<file path="src/rtl/ps2_pkg.sv">
`default_nettype none
`timescale 1ns/1ps
// +----------------------------------------------------------------------------+
// | Module      : ps2_pkg                                                      |
// | Description : Shared types and constants for the PS/2 host transmitter.    |
// |               Holds the transmitter state encoding, error codes, common    |
// |               command bytes and a microsecond-to-cycle helper.             |
// | Revision    : 1.0  initial release                                         |
// +----------------------------------------------------------------------------+
package ps2_pkg;

  typedef enum logic [3:0] {
    S_IDLE      = 4'd0,
    S_INHIBIT   = 4'd1,
    S_RTS       = 4'd2,
    S_BITS      = 4'd3,
    S_STOP      = 4'd4,
    S_ACK       = 4'd5,
    S_WAIT_IDLE = 4'd6,
    S_DONE      = 4'd7,
    S_ERR       = 4'd8
  } ps2_tx_state_e;

  localparam logic [1:0] ERR_NONE    = 2'b00;
  localparam logic [1:0] ERR_TIMEOUT = 2'b01;
  localparam logic [1:0] ERR_NOACK   = 2'b10;

  localparam logic [7:0] PS2_CMD_RESET  = 8'hFF;
  localparam logic [7:0] PS2_CMD_ENABLE = 8'hF4;

  // Whole cycles per microsecond times the duration; CLK_HZ is assumed to be
  // an integer number of MHz.
  function automatic int unsigned us_to_cyc(input int unsigned clk_hz,
                                            input int unsigned us);
    return (clk_hz / 32'd1_000_000) * us;
  endfunction

endpackage
`default_nettype wire

</file>
<file path="src/rtl/ps2_line_sync.sv">
`default_nettype none
`timescale 1ns/1ps
// +----------------------------------------------------------------------------+
// | Module      : ps2_line_sync                                                |
// | Description : Conditions one raw PS/2 pad input: 2-FF synchronizer, a      |
// |               stability filter and a falling-edge pulse.                   |
// | Ports       : clk, rst     - system clock, synchronous active-high reset   |
// |               i_pad        - raw asynchronous pad level                    |
// |               o_level      - filtered line level (resets to idle high)     |
// |               o_fall       - one-cycle pulse on a filtered 1->0 transition |
// | Revision    : 1.0  initial release                                         |
// +----------------------------------------------------------------------------+
module ps2_line_sync #(
  parameter int unsigned FILTER_CYC = 8
) (
  input  logic clk,
  input  logic rst,
  input  logic i_pad,
  output logic o_level,
  output logic o_fall
);

  localparam int unsigned          C_CNT_W    = $clog2(FILTER_CYC) + 1;
  localparam logic [C_CNT_W-1:0]   C_CNT_LAST = C_CNT_W'(FILTER_CYC - 1);
  localparam logic [C_CNT_W-1:0]   C_CNT_ONE  = C_CNT_W'(1);

  logic               r_meta;
  logic               r_sync;
  logic               r_level;
  logic               r_prev;
  logic [C_CNT_W-1:0] r_cnt;

  always_ff @(posedge clk) begin
    if (rst) begin
      r_meta  <= 1'b1;
      r_sync  <= 1'b1;
      r_level <= 1'b1;
      r_prev  <= 1'b1;
      r_cnt   <= '0;
    end else begin
      r_meta <= i_pad;
      r_sync <= r_meta;
      r_prev <= r_level;
      // A new level is taken only after FILTER_CYC consecutive samples that
      // disagree with the current one; any agreeing sample restarts the count.
      if (r_sync != r_level) begin
        if (r_cnt == C_CNT_LAST) begin
          r_level <= r_sync;
          r_cnt   <= '0;
        end else begin
          r_cnt <= r_cnt + C_CNT_ONE;
        end
      end else begin
        r_cnt <= '0;
      end
    end
  end

  assign o_level = r_level;
  assign o_fall  = r_prev & ~r_level;

endmodule
`default_nettype wire

</file>
<file path="src/rtl/ps2_host_tx.sv">
`default_nettype none
`timescale 1ns/1ps
// +----------------------------------------------------------------------------+
// | Module      : ps2_host_tx                                                  |
// | Description : Host-to-device PS/2 command transmitter. Inhibits the bus,   |
// |               requests to send, shifts d0..d7 and odd parity on device     |
// |               clock falling edges, releases for the stop bit and checks    |
// |               the device acknowledge. Drives the open-drain pair through   |
// |               pull-low enables shared with the receive path.               |
// | Ports       : clk, rst            - clock, synchronous active-high reset   |
// |               tx_data/tx_valid    - command byte and send request          |
// |               tx_ready            - byte can be accepted                   |
// |               ps2_clk_i/data_i    - raw pad inputs                         |
// |               ps2_clk_oe/data_oe  - 1 pulls the line low                   |
// |               busy, done, err     - status and one-cycle result pulses     |
// |               err_code            - 01 timeout, 10 no acknowledge          |
// | Options     : PS2_TX_TIMEOUT_EN   - builds the device clock watchdog       |
// | Revision    : 1.0  initial release                                         |
// +----------------------------------------------------------------------------+
module ps2_host_tx
  import ps2_pkg::*;
#(
  parameter int unsigned CLK_HZ     = 100_000_000,
  parameter int unsigned INHIBIT_US = 100,
  parameter int unsigned RTS_US     = 1,
  parameter int unsigned TIMEOUT_US = 15000,
  parameter int unsigned FILTER_CYC = 8
) (
  input  logic       clk,
  input  logic       rst,
  input  logic [7:0] tx_data,
  input  logic       tx_valid,
  output logic       tx_ready,
  input  logic       ps2_clk_i,
  input  logic       ps2_data_i,
  output logic       ps2_clk_oe,
  output logic       ps2_data_oe,
  output logic       busy,
  output logic       done,
  output logic       err,
  output logic [1:0] err_code
);

  localparam logic [31:0] C_INHIBIT_LD = 32'(us_to_cyc(CLK_HZ, INHIBIT_US) - 1);
  localparam logic [31:0] C_RTS_LD     = 32'(us_to_cyc(CLK_HZ, RTS_US) - 1);

  ps2_tx_state_e r_state, w_state_nxt;
  logic [31:0]   r_timer, w_timer_nxt;
  logic [8:0]    r_shift, w_shift_nxt;
  logic [3:0]    r_bitcnt, w_bitcnt_nxt;
  logic          r_data_oe, w_data_oe_nxt;
  logic [1:0]    r_err_code, w_err_code_nxt;
  logic          r_rdy_en;

  logic w_clk_level, w_clk_fall;
  logic w_data_level, w_data_fall_unused;
  logic w_accept;
  logic w_wdog_expired;

  ps2_line_sync #(.FILTER_CYC(FILTER_CYC)) u_clk_sync (
    .clk     (clk),
    .rst     (rst),
    .i_pad   (ps2_clk_i),
    .o_level (w_clk_level),
    .o_fall  (w_clk_fall)
  );

  ps2_line_sync #(.FILTER_CYC(FILTER_CYC)) u_data_sync (
    .clk     (clk),
    .rst     (rst),
    .i_pad   (ps2_data_i),
    .o_level (w_data_level),
    .o_fall  (w_data_fall_unused)
  );

  assign w_accept = tx_valid && tx_ready;

`ifdef PS2_TX_TIMEOUT_EN
  localparam logic [31:0] C_WDOG_LD = 32'(us_to_cyc(CLK_HZ, TIMEOUT_US) - 1);

  logic [31:0] r_wdog;
  logic        w_wdog_active;

  assign w_wdog_active  = (r_state == S_BITS) || (r_state == S_STOP) || (r_state == S_ACK);
  assign w_wdog_expired = w_wdog_active && !w_clk_fall && (r_wdog == 32'd0);

  // Reloaded when the device is first given the clock and on every edge, so
  // it measures the gap between consecutive device falling edges.
  always_ff @(posedge clk) begin
    if (rst) begin
      r_wdog <= '0;
    end else if (((r_state == S_RTS) && (w_state_nxt == S_BITS)) ||
                 (w_wdog_active && w_clk_fall)) begin
      r_wdog <= C_WDOG_LD;
    end else if (r_wdog != 32'd0) begin
      r_wdog <= r_wdog - 32'd1;
    end
  end
`else
  // No watchdog: only rst can leave a stalled transfer. The wire below keeps
  // TIMEOUT_US referenced in this build.
  logic [31:0] w_timeout_cyc_unused;
  assign w_timeout_cyc_unused = 32'(us_to_cyc(CLK_HZ, TIMEOUT_US));
  assign w_wdog_expired       = 1'b0;
`endif

  always_ff @(posedge clk) begin
    if (rst) begin
      r_state    <= S_IDLE;
      r_timer    <= '0;
      r_shift    <= '0;
      r_bitcnt   <= '0;
      r_data_oe  <= 1'b0;
      r_err_code <= ERR_NONE;
      r_rdy_en   <= 1'b0;
    end else begin
      r_state    <= w_state_nxt;
      r_timer    <= w_timer_nxt;
      r_shift    <= w_shift_nxt;
      r_bitcnt   <= w_bitcnt_nxt;
      r_data_oe  <= w_data_oe_nxt;
      r_err_code <= w_err_code_nxt;
      r_rdy_en   <= 1'b1;
    end
  end

  always_comb begin
    w_state_nxt    = r_state;
    w_timer_nxt    = r_timer;
    w_shift_nxt    = r_shift;
    w_bitcnt_nxt   = r_bitcnt;
    w_data_oe_nxt  = r_data_oe;
    w_err_code_nxt = r_err_code;

    case (r_state)
      S_IDLE: begin
        w_data_oe_nxt = 1'b0;
        if (w_accept) begin
          w_state_nxt    = S_INHIBIT;
          w_timer_nxt    = C_INHIBIT_LD;
          w_shift_nxt    = {~^tx_data, tx_data};
          w_bitcnt_nxt   = 4'd0;
          w_err_code_nxt = ERR_NONE;
        end
      end
      S_INHIBIT: begin
        if (r_timer == 32'd0) begin
          w_state_nxt   = S_RTS;
          w_timer_nxt   = C_RTS_LD;
          w_data_oe_nxt = 1'b1;              // start bit
        end else begin
          w_timer_nxt = r_timer - 32'd1;
        end
      end
      S_RTS: begin
        if (r_timer == 32'd0) begin
          w_state_nxt = S_BITS;
        end else begin
          w_timer_nxt = r_timer - 32'd1;
        end
      end
      S_BITS: begin
        // Edges 1..9 present d0..d7 then parity, LSB first out of r_shift.
        if (w_clk_fall) begin
          w_data_oe_nxt = ~r_shift[0];
          w_shift_nxt   = {1'b0, r_shift[8:1]};
          w_bitcnt_nxt  = r_bitcnt + 4'd1;
          if (r_bitcnt == 4'd8) begin
            w_state_nxt = S_STOP;
          end
        end
      end
      S_STOP: begin
        if (w_clk_fall) begin
          w_data_oe_nxt = 1'b0;
          w_bitcnt_nxt  = r_bitcnt + 4'd1;
          w_state_nxt   = S_ACK;
        end
      end
      S_ACK: begin
        if (w_clk_fall) begin
          if (!w_data_level) begin
            w_state_nxt = S_WAIT_IDLE;
          end else begin
            w_state_nxt    = S_ERR;
            w_err_code_nxt = ERR_NOACK;
          end
        end
      end
      S_WAIT_IDLE: begin
        if (w_clk_level && w_data_level) begin
          w_state_nxt = S_DONE;
        end
      end
      S_DONE: begin
        w_state_nxt = S_IDLE;
      end
      S_ERR: begin
        w_data_oe_nxt = 1'b0;
        w_state_nxt   = S_IDLE;
      end
      default: begin
        w_state_nxt   = S_IDLE;
        w_data_oe_nxt = 1'b0;
      end
    endcase

    if (w_wdog_expired) begin
      w_state_nxt    = S_ERR;
      w_err_code_nxt = ERR_TIMEOUT;
      w_data_oe_nxt  = 1'b0;
    end
  end

  assign tx_ready    = r_rdy_en && (r_state == S_IDLE);
  assign busy        = (r_state != S_IDLE);
  assign done        = (r_state == S_DONE);
  assign err         = (r_state == S_ERR);
  assign ps2_clk_oe  = (r_state == S_INHIBIT) || (r_state == S_RTS);
  assign ps2_data_oe = r_data_oe;
  assign err_code    = r_err_code;

endmodule
`default_nettype wire

</file>
<file path="config.mk">
export PLATFORM = sky130hd
export DESIGN_NAME = ps2_host_tx
export DESIGN_NICKNAME = d
export VERILOG_FILES = /design/src/rtl/ps2_pkg.sv /design/src/rtl/ps2_line_sync.sv /design/src/rtl/ps2_host_tx.sv
export SDC_FILE = /design/constraint.sdc
export NUM_CORES = 1
export LEC_CHECK = 0
export CAP_MARGIN = 40
export CORE_AREA = 10 10 94 96
export DETAILED_ROUTE_END_ITERATION = 8
export DIE_AREA = 0 0 104 106
export PLACE_DENSITY = 0.7
export SKIP_LAST_GASP = 1
export SLEW_MARGIN = 10
export SYNTH_ARGS = -nofsm -noshare
export SYNTH_HDL_FRONTEND = slang
export SYNTH_SLANG_ARGS = --single-unit
</file>
<file path="constraint.sdc">
create_clock -name clk -period 2.6 [get_ports clk]
set_input_delay 0.52 -clock clk [delete_from_list [all_inputs] [get_ports clk]]
set_output_delay 0.52 -clock clk [all_outputs]
set_load 0.01 [all_outputs]
</file>
== After elaboration in Yosys (flattened, before gate mapping) ==
Cells that the tools add are included.
Widths: inputs -> output; s select.

* Bits in registers: 68
* Input port bits: 13
* Output and inout port bits: 8
* Word-level logic and storage cells: 103

* $add $sub $neg: 4
* Eq/ne operators: 24
* Muxes and demuxes: 29
* Bitwise gates (word level): 6
* Reductions and logical operators: 24

{| class="wikitable"
|+ Operators with widths
! kind !! count
|-
| $mux 32 || 3
|-
| $pmux 32 s3 || 1
|-
| $mux 4 || 11
|-
| $logic_not 32->1 || 1
|-
| $sub 32x1->32 const B || 1
|-
| $pmux 4 s7 || 1
|-
| $eq 4x3->1 const B || 6
|-
| $mux 9 || 2
|-
| $pmux 9 s2 || 1
|-
| $add 4x1->4 const B || 3
|-
| $ne 2x2->1 const B || 6
|-
| $ne 2x1->1 const B || 5
|-
| $reduce_and 3->1 || 3
|-
| $eq 4x2->1 const B || 2
|-
| $eq 4x4->1 const B || 2
|-
| $pmux 4 s2 || 1
|-
| $reduce_and 4->1 || 2
|-
| $reduce_and 8->1 || 1
|-
| $reduce_xnor 8->1 || 1
|-
| $mux 2 || 3
|-
| $reduce_bool 2->1 || 3
|-
| $reduce_or 3->1 || 2
|-
| $not 1->1 || 5
|-
| $eq 4x1->1 const B || 1
|-
| 13 further kinds || 20
|}

== Longest topological paths before layout ==
Gate-level depths: netlist of the first run.

* Word-level depth: 5
* Gate-level depth with buffers: 10
* Gate-level depth less buffers: 8

== Hierarchy ==
From an unflattened synthesis of the first run, not the netlist that was laid out.

* Cell total of the unflattened synthesis: 434
* Area total of the unflattened synthesis: 3,662.3 um^2

{| class="wikitable"
|+ By module, submodules not included
! module !! times used !! cells an instance !! area each (um^2) !! sequential area each (um^2)
|-
| ps2_host_tx || 1 || 380 || 3,099.2 || 1,041.0
|-
| ps2_line_sync || 2 || 27 || 281.5 || 160.2
|}

== Least setup slack after synthesis of the first run ==
OpenSTA, ideal clock, no wires.

* Kind: reg2reg
* Start point: register r_timer[12]
* End point: register r_timer[22]
* Library setup time: 115 ps
* Data arrival time: 2,572 ps
* Data required time: 2,485 ps
* Setup slack: -87 ps
* Stages on the path, launching flop included: 9
* Path buffers: 2
* Clock period less this slack: 2,687 ps
* Path through: dfxtp_1 > or4_4 > or4b_4 > buf_6 > or4_4 > buf_6 > o21ai_4 > nor4_1 > o21ba_1

* Longest elaborated chain between the ends: 3
* Elaborated cells on any way between the ends: 7
* Classes of those cells: add/sub: 1; eq/ne: 1; mux: 3; reduce/logical: 2

{| class="wikitable"
|+ Ends and longest elaborated chain
! item !! line !! RTL
|-
| start: declaration || ps2_host_tx.sv:48 || <nowiki>logic [31:0] r_timer, w_timer_nxt;</nowiki>
|-
| start signal: assignment || ps2_host_tx.sv:118 || <nowiki>r_timer <= w_timer_nxt;</nowiki>
|-
| $sub 32x1->32 / $logic_not 32->1 (equally long branches) || - ||
|-
| $mux 32 (tied with other cells) || ps2_host_tx.sv:156 || <nowiki>if (r_timer == 32'd0) begin</nowiki>
|-
| $pmux 32 s3 / $reduce_and 3->1 (equally long branches) || - ||
|}

Several ways; a longest one is shown, not always the timed one. The select of a mux whose other input is x is not followed.
A chain may end at the register's enable or synchronous reset.

== Worst setup path after layout of the first run ==
* Start point: register r_timer[15]
* End point: register r_timer[30]

The elaborated chain is that of the path after synthesis.

==> results.sh, run 1 <==
export IMPL_end_kind="flip-flop"
export IMPL_cts_tree="built"
export IMPL_criticalPathCategory="reg -> reg"
export IMPL_maxSlewHeadroom=0.662
export IMPL_vdd_drop_max_mv=0.477
export IMPL_skew_ns=0.0104
export IMPL_ys_ff_latch=67
export IMPL_setup_tns_final_ns=-0.0195
export IMPL_grt_usage=0.141
export IMPL_synth_seq_area_share=0.393
export IMPL_clkTransAtPathRegs_ns=0.08
export IMPL_overflow=0
export IMPL_synthSimpleGateAreaFrac=0.285
export IMPL_min_period_ns=2.61
export IMPL_area_delta_synth_final_pct=20.2
export IMPL_cp_top_family="simple AND/OR/NAND/NOR gates"
export IMPL_dr_total_vias=2909
export IMPL_synthAdderAreaFrac=0.0220
export IMPL_hold_violations=0
export IMPL_fp_coreArea_um2=7060
export IMPL_die_width_um=104
export IMPL_antenna_found_initial=0
export IMPL_diodes=0
export IMPL_io_pin_count=21
export IMPL_root_buffer="clkbuf_8"
export IMPL_cts_max_path_buffers=2
export IMPL_synth_edff_count=0
export IMPL_first_global_vias=2764
export IMPL_gp_congestion=0.878
export IMPL_synthDistinctLibCells=58
export IMPL_fin_ws_ns=-0.00975
export IMPL_async_flop_share=0
export IMPL_die_h_um=106
export IMPL_avgRoutedWirePerCell_um=14.2
export IMPL_synthCells=396
export IMPL_power_total_uw=5320
export IMPL_fin_crit_sh=1.00
export IMPL_std_cell_rows=31
export IMPL_power_density_nw_per_um2=1300
export IMPL_grt_pass1_wl_um=13000
export IMPL_path_buf_inv=0
export IMPL_synth_compound_area_share=0.141
export IMPL_ys_flop_type="dfxtp_1"
export IMPL_violations="setup timing"
export IMPL_crit_fanout=6
export IMPL_synth_area_um2=3420
export IMPL_first_iter_violations=175
export IMPL_insertion_delay_ns=0.35
export IMPL_r2r_cells=6
export IMPL_synth_area_per_cell_um2=8.63
export IMPL_cts_buffers=9
export IMPL_r2r_slack_ns=-0.01
export IMPL_fmax_mhz=383
export IMPL_cp_data_arrival_time_ns=2.89
export IMPL_nets=449
export IMPL_synth_xor_area_frac=0.0872
export IMPL_final_cell_mix="64 x dfxtp_1, 56 x nor2_1, 27 x xnor2_1, 23 x nand2_1, 22 x buf_4"
export IMPL_min_path_type="reg -> reg"
export IMPL_drive_gt1_frac=0.154
export IMPL_htree_levels=3
export IMPL_max_stage_delay_ns=0.58
export IMPL_drc_errors=0
export IMPL_port_buffers=19
export IMPL_drt_first_pass_iters=4
export IMPL_whs_ns=0.425
export IMPL_path_cells="or4_4, or4b_4, nor4_4, o21ai_4, or4b_4, a21oi_2"
export IMPL_vias_per_cell=5.45
export IMPL_drv_slew=0
export IMPL_start_util=0.484
export IMPL_yosysWarnings=0
export IMPL_grt_max_degree=37
export IMPL_synth_fp_nets=415
export IMPL_worst_slew_pin_transition_ns=0.506
export IMPL_setup_viol=2
export IMPL_routed_wl_um=7570
export IMPL_utilization=0.582
export IMPL_maxCapViolCount=0
export IMPL_required_ns=2.89
export IMPL_cts_sinks=67
export IMPL_cp_start_kind="flip-flop"
export IMPL_crit_cells=6
export IMPL_final_common_cell="dfxtp_1"
export IMPL_die_area_um2=11000
export IMPL_worst_path_max_delay_cell="or4b_4"
export IMPL_rsz0062_at_grt="yes"
export IMPL_synth_top_family_by_area="simple AND/OR/NAND/NOR gates"
export IMPL_p_leak_uw=0.00152
export IMPL_hpwl_um=5350
export IMPL_min_path_cells=1
export IMPL_crit_top_cell="or4b_4"
export IMPL_status="finished with violations"
export IMPL_detail_route_antenna_nets=0
export IMPL_synth_mux_area_frac=0.0293
[power breakdown]
part / internal [µW] / total, µW / switching (µW)
combinational: 1260 / 2860 / 1600
clock: 571 / 983 / 412
sequential: 1240 / 1470 / 229
total: 3070 / 5320 / 2240
[cells by family after synthesis]
group,Yosys count
other,1
AO/OA/AOI/OAI,70
multiplexers,10
XOR/XNOR,34
adder cells (fa/ha/maj),6
AND/OR/NAND/NOR,176
buffers and inverters,32
flip-flops,67
[layer usage]
layer	track usage	vias to the layer above	share of wire
li1	-	1481	-
met1	0.167	1348	0.46
met2	0.230	66	0.48
met3	0.0489	14	0.050
met4	0.0537	0	0.018
met5	0	-	0
[final timing paths]
check,startpoint,to
setup / recovery,r_timer[15]$_SDFFE_PP0P_,r_timer[30]$_SDFFE_PP0P_
hold / removal,u_data_sync.r_meta$_SDFF_PP1_,u_data_sync.r_sync$_SDFF_PP1_
setup reg to reg,r_timer[15]$_SDFFE_PP0P_,r_timer[30]$_SDFFE_PP0P_
hold reg to reg,u_data_sync.r_meta$_SDFF_PP1_,u_data_sync.r_sync$_SDFF_PP1_
[synth_stat cells, types with 2 or more instances]
cell	instances	area [µm²]
nor2_1	57	214
a21oi_1	15	75.1
nor3_1	13	65.1
xor2_1	7	61.3
clkbuf_1	15	56.3
nand4_1	4	25.0
a211oi_1	16	120
xnor2_1	27	236
nor4b_1	4	35.0
nor2b_1	3	18.8
nand2_1	23	86.3
nand2b_1	10	62.6
and3_1	5	31.3
or2_2	6	37.5
a21o_1	2	15.0
or3_1	9	56.3
a311oi_1	2	17.5
nor4_1	16	100
a211o_1	2	17.5
o21a_1	3	22.5
ha_1	6	75.1
o41ai_1	2	17.5
nand3_1	7	35.0
o21ai_0	10	50.1
o21ai_1	4	20.0
buf_2	3	15.0
nand3b_1	5	37.5
nor4_4	3	63.8
buf_6	2	22.5
a221oi_1	2	17.5
mux2i_1	10	100
dfxtp_1	67	1340
or4_4	2	22.5
inv_1	10	37.5
[what timing repair did]
item,in CTS,in global routing
resized for setup,0,13
pin swaps,2,4
hold buffers,0,0
setup buffers,0,1
endpoints found under the setup margin,5,12
[per-stage QoR]
stage / cells / instance area (µm²) / setup WS [ns]
6_report: 534 / 4110 / -0.00975
5_1_grt: 534 / 4110 / -0.0631
4_1_cts: 533 / 4050 / 0.00737
3_5_place_dp: 517 / 3830 / -0.0359
3_3_place_gp: 517 / 3830 / 0.0215
2_1_floorplan: 396 / 3420 / -0.00901
[area by class of cell]
type	instances	area (µm²)
fillers	663	2950
multi-input cells	297	1970
flip-flops and latches	67	1350
repair buffers	44	398
clock buffers	11	141
well taps	99	124
clock inverters	5	85.1
inverters	11	41.3
[registers in the layout, indices dropped and copies added (netlist names), 4 cells and up]
| register | cells |
|---|---|
| r_bitcnt | 4 |
| r_shift | 9 |
| r_state | 4 |
| r_timer | 32 |
| u_clk_sync.r_cnt | 4 |
| u_data_sync.r_cnt | 4 |
Note: power is estimated with default switching activity, not from simulation.
==> run 2: changes to the inputs <==
--- a/config.mk
+++ b/config.mk
@@ -6,10 +6,10 @@
 export NUM_CORES = 1
 export LEC_CHECK = 0
 export CAP_MARGIN = 40
-export CORE_AREA = 10 10 94 96
+export CORE_AREA = 10 10 92 94
 export DETAILED_ROUTE_END_ITERATION = 8
-export DIE_AREA = 0 0 104 106
-export PLACE_DENSITY = 0.7
+export DIE_AREA = 0 0 102 104
+export PLACE_DENSITY = 0.73
 export SKIP_LAST_GASP = 1
 export SLEW_MARGIN = 10
 export SYNTH_ARGS = -nofsm -noshare
==> results.sh, run 2 (synthesis gave the netlist of run 1 again) <==
export IMPL_status="finished clean"
export IMPL_path_cells="or4_4, or4b_4, or4_4, buf_4, nor2_1, o21ai_0, o22ai_1"
export IMPL_min_path_type="reg -> reg"
export IMPL_cp_top_family="simple AND/OR/NAND/NOR gates"
export IMPL_first_global_vias=2899
export IMPL_cts_hold_fix_buffers=0
export IMPL_power_total_uw=5150
export IMPL_fmax_mhz=385
export IMPL_required_ns=2.88
export IMPL_drive_gt1_frac=0.149
export IMPL_setup_viol=0
export IMPL_worst_path_max_delay_cell="or4b_4"
export IMPL_seqPwrFrac=0.284
export IMPL_gp_congestion=0.899
export IMPL_die_area_um2=10600
export IMPL_top_regs="r_timer (32), r_shift (9)"
export IMPL_largest_reg_flops=32
export IMPL_p_int_uw=2880
export IMPL_p_leak_uw=0.00151
export IMPL_r2r_slack_ns=0.0007
export IMPL_routed_wl_um=7680
export IMPL_criticalPathCategory="reg -> reg"
export IMPL_overflow=0
export IMPL_cts_sinks=67
export IMPL_r2r_end="r_timer[6]$_SDFFE_PP0P_"
export IMPL_largest_register="r_timer"
export IMPL_detail_route_antenna_nets=0
export IMPL_grt_max_degree=37
export IMPL_hold_violations=0
export IMPL_utilization=0.605
export IMPL_max_stage_delay_ns=0.58
export IMPL_end_kind="flip-flop"
export IMPL_drv_slew=0
export IMPL_port_buffers=19
export IMPL_vdd_drop_max_mv=0.655
export IMPL_io_pin_count=21
export IMPL_cts_tree="built"
export IMPL_cts_max_path_buffers=2
export IMPL_cts_buffers=9
export IMPL_skew_ns=0.0101
export IMPL_crit_top_cell="or4_4"
export IMPL_hpwl_um=5440
export IMPL_vias_per_cell=5.64
export IMPL_fin_crit_sh=1.00
export IMPL_fillers=588
export IMPL_cp_data_arrival_time_ns=2.87
export IMPL_cp_start_kind="flip-flop"
export IMPL_die_width_um=102
export IMPL_diodes=0
export IMPL_p_clk_frac=0.153
export IMPL_endpoint="r_timer[6]$_SDFFE_PP0P_"
export IMPL_drt_first_pass_iters=4
export IMPL_grt_usage=0.146
export IMPL_min_period_ns=2.60
export IMPL_avgRoutedWirePerCell_um=14.9
export IMPL_first_iter_violations=159
export IMPL_final_common_cell="dfxtp_1"
export IMPL_die_h_um=104
export IMPL_drc_errors=0
export IMPL_fp_coreArea_um2=6680
export IMPL_nets=450
export IMPL_dr_total_vias=2912
export IMPL_path_buf_inv=1
export IMPL_antenna_found_initial=0
export IMPL_power_density_nw_per_um2=1270
export IMPL_crit_fanout=6
export IMPL_area_delta_synth_final_pct=18.3
export IMPL_r2r_start="r_timer[15]$_SDFFE_PP0P_"
export IMPL_clkTransAtPathRegs_ns=0.08
export IMPL_htree_levels=3
export IMPL_swShare=0.441
export IMPL_final_cell_mix="65 x dfxtp_1, 57 x nor2_1, 27 x xnor2_1, 24 x buf_4, 23 x nand2_1"
export IMPL_rsz0062_at_grt="yes"
export IMPL_r2r_cells=7
export IMPL_insertion_delay_ns=0.35
export IMPL_p_switching_uw=2270
export IMPL_maxCapViolCount=0
export IMPL_std_cell_rows=30
export IMPL_root_buffer="clkbuf_8"
export IMPL_combPwrFrac=0.562
export IMPL_crit_cells=7
export IMPL_grt_pass1_wl_um=13000
export IMPL_start_util=0.511
export IMPL_startpoint="r_timer[15]$_SDFFE_PP0P_"
run 2: area by class of cell:
| class | instances | area, µm² | share of cell area |
|---|---|---|---|
| inverters | 11 | 41.3 | 0.0102 |
| repair buffers | 45 | 410 | 0.102 |
| well taps | 80 | 100 | 0.0248 |
| clock inverters | 6 | 50.0 | 0.0124 |
| clock buffers | 10 | 128 | 0.0316 |
| flip-flops and latches | 67 | 1340 | 0.333 |
| multi-input cells | 297 | 1970 | 0.487 |
run 2: worst min path at each step:
stage	end	cells after the start	from	slack [ns]
after floorplan	u_clk_sync.r_sync$_SDFF_PP1_	1	u_clk_sync.r_meta$_SDFF_PP1_	0.39
after global placement	u_data_sync.r_sync$_SDFF_PP1_	1	u_data_sync.r_meta$_SDFF_PP1_	0.39
after detailed placement	u_data_sync.r_sync$_SDFF_PP1_	1	u_data_sync.r_meta$_SDFF_PP1_	0.40
after CTS	u_data_sync.r_sync$_SDFF_PP1_	1	u_data_sync.r_meta$_SDFF_PP1_	0.42
after global routing	u_data_sync.r_sync$_SDFF_PP1_	1	u_data_sync.r_meta$_SDFF_PP1_	0.44
final	u_data_sync.r_sync$_SDFF_PP1_	1	u_data_sync.r_meta$_SDFF_PP1_	0.41
run 2: power by group through the flow:
stage	clock network (µW)	logic [µW]	registers, µW
floorplan	0	2070	1410
global placement	0	2740	1470
detailed placement	0	2790	1470
CTS	805	2810	1450
global route	853	3190	1490
finish	790	2890	1460
run 2: routing by layer:
metal	vias to the layer above	GRT usage	wire length, µm
li1	1480	-	-
met1	1351	0.172	3510
met2	69	0.239	3710
met3	12	0.0399	361
met4	0	0.0625	103
met5	-	0	0
run 2: timing repair:
item | in CTS | in global routing
pin swaps | 1 | 3
gates cloned | 0 | 0
endpoints found under the setup margin | 4 | 13
gates resized for setup | 1 | 6
buffers inserted | 0 | 1
run 2: through the flow:
step / cell area (µm²) / cells / TNS, ns / hold slack, ns / setup slack (ns)
3_5_place_dp: 3820 / 499 / -0.00102 / 0.396 / -0.00102
4_1_cts: 4010 / 515 / -0.00267 / 0.416 / -0.00267
6_report: 4040 / 516 / 0 / 0.413 / 0.000727
5_1_grt: 4040 / 516 / -0.153 / 0.440 / -0.0691
2_1_floorplan: 3420 / 396 / -0.00901 / 0.389 / -0.00901
3_3_place_gp: 3820 / 499 / 0 / 0.394 / 0.0513
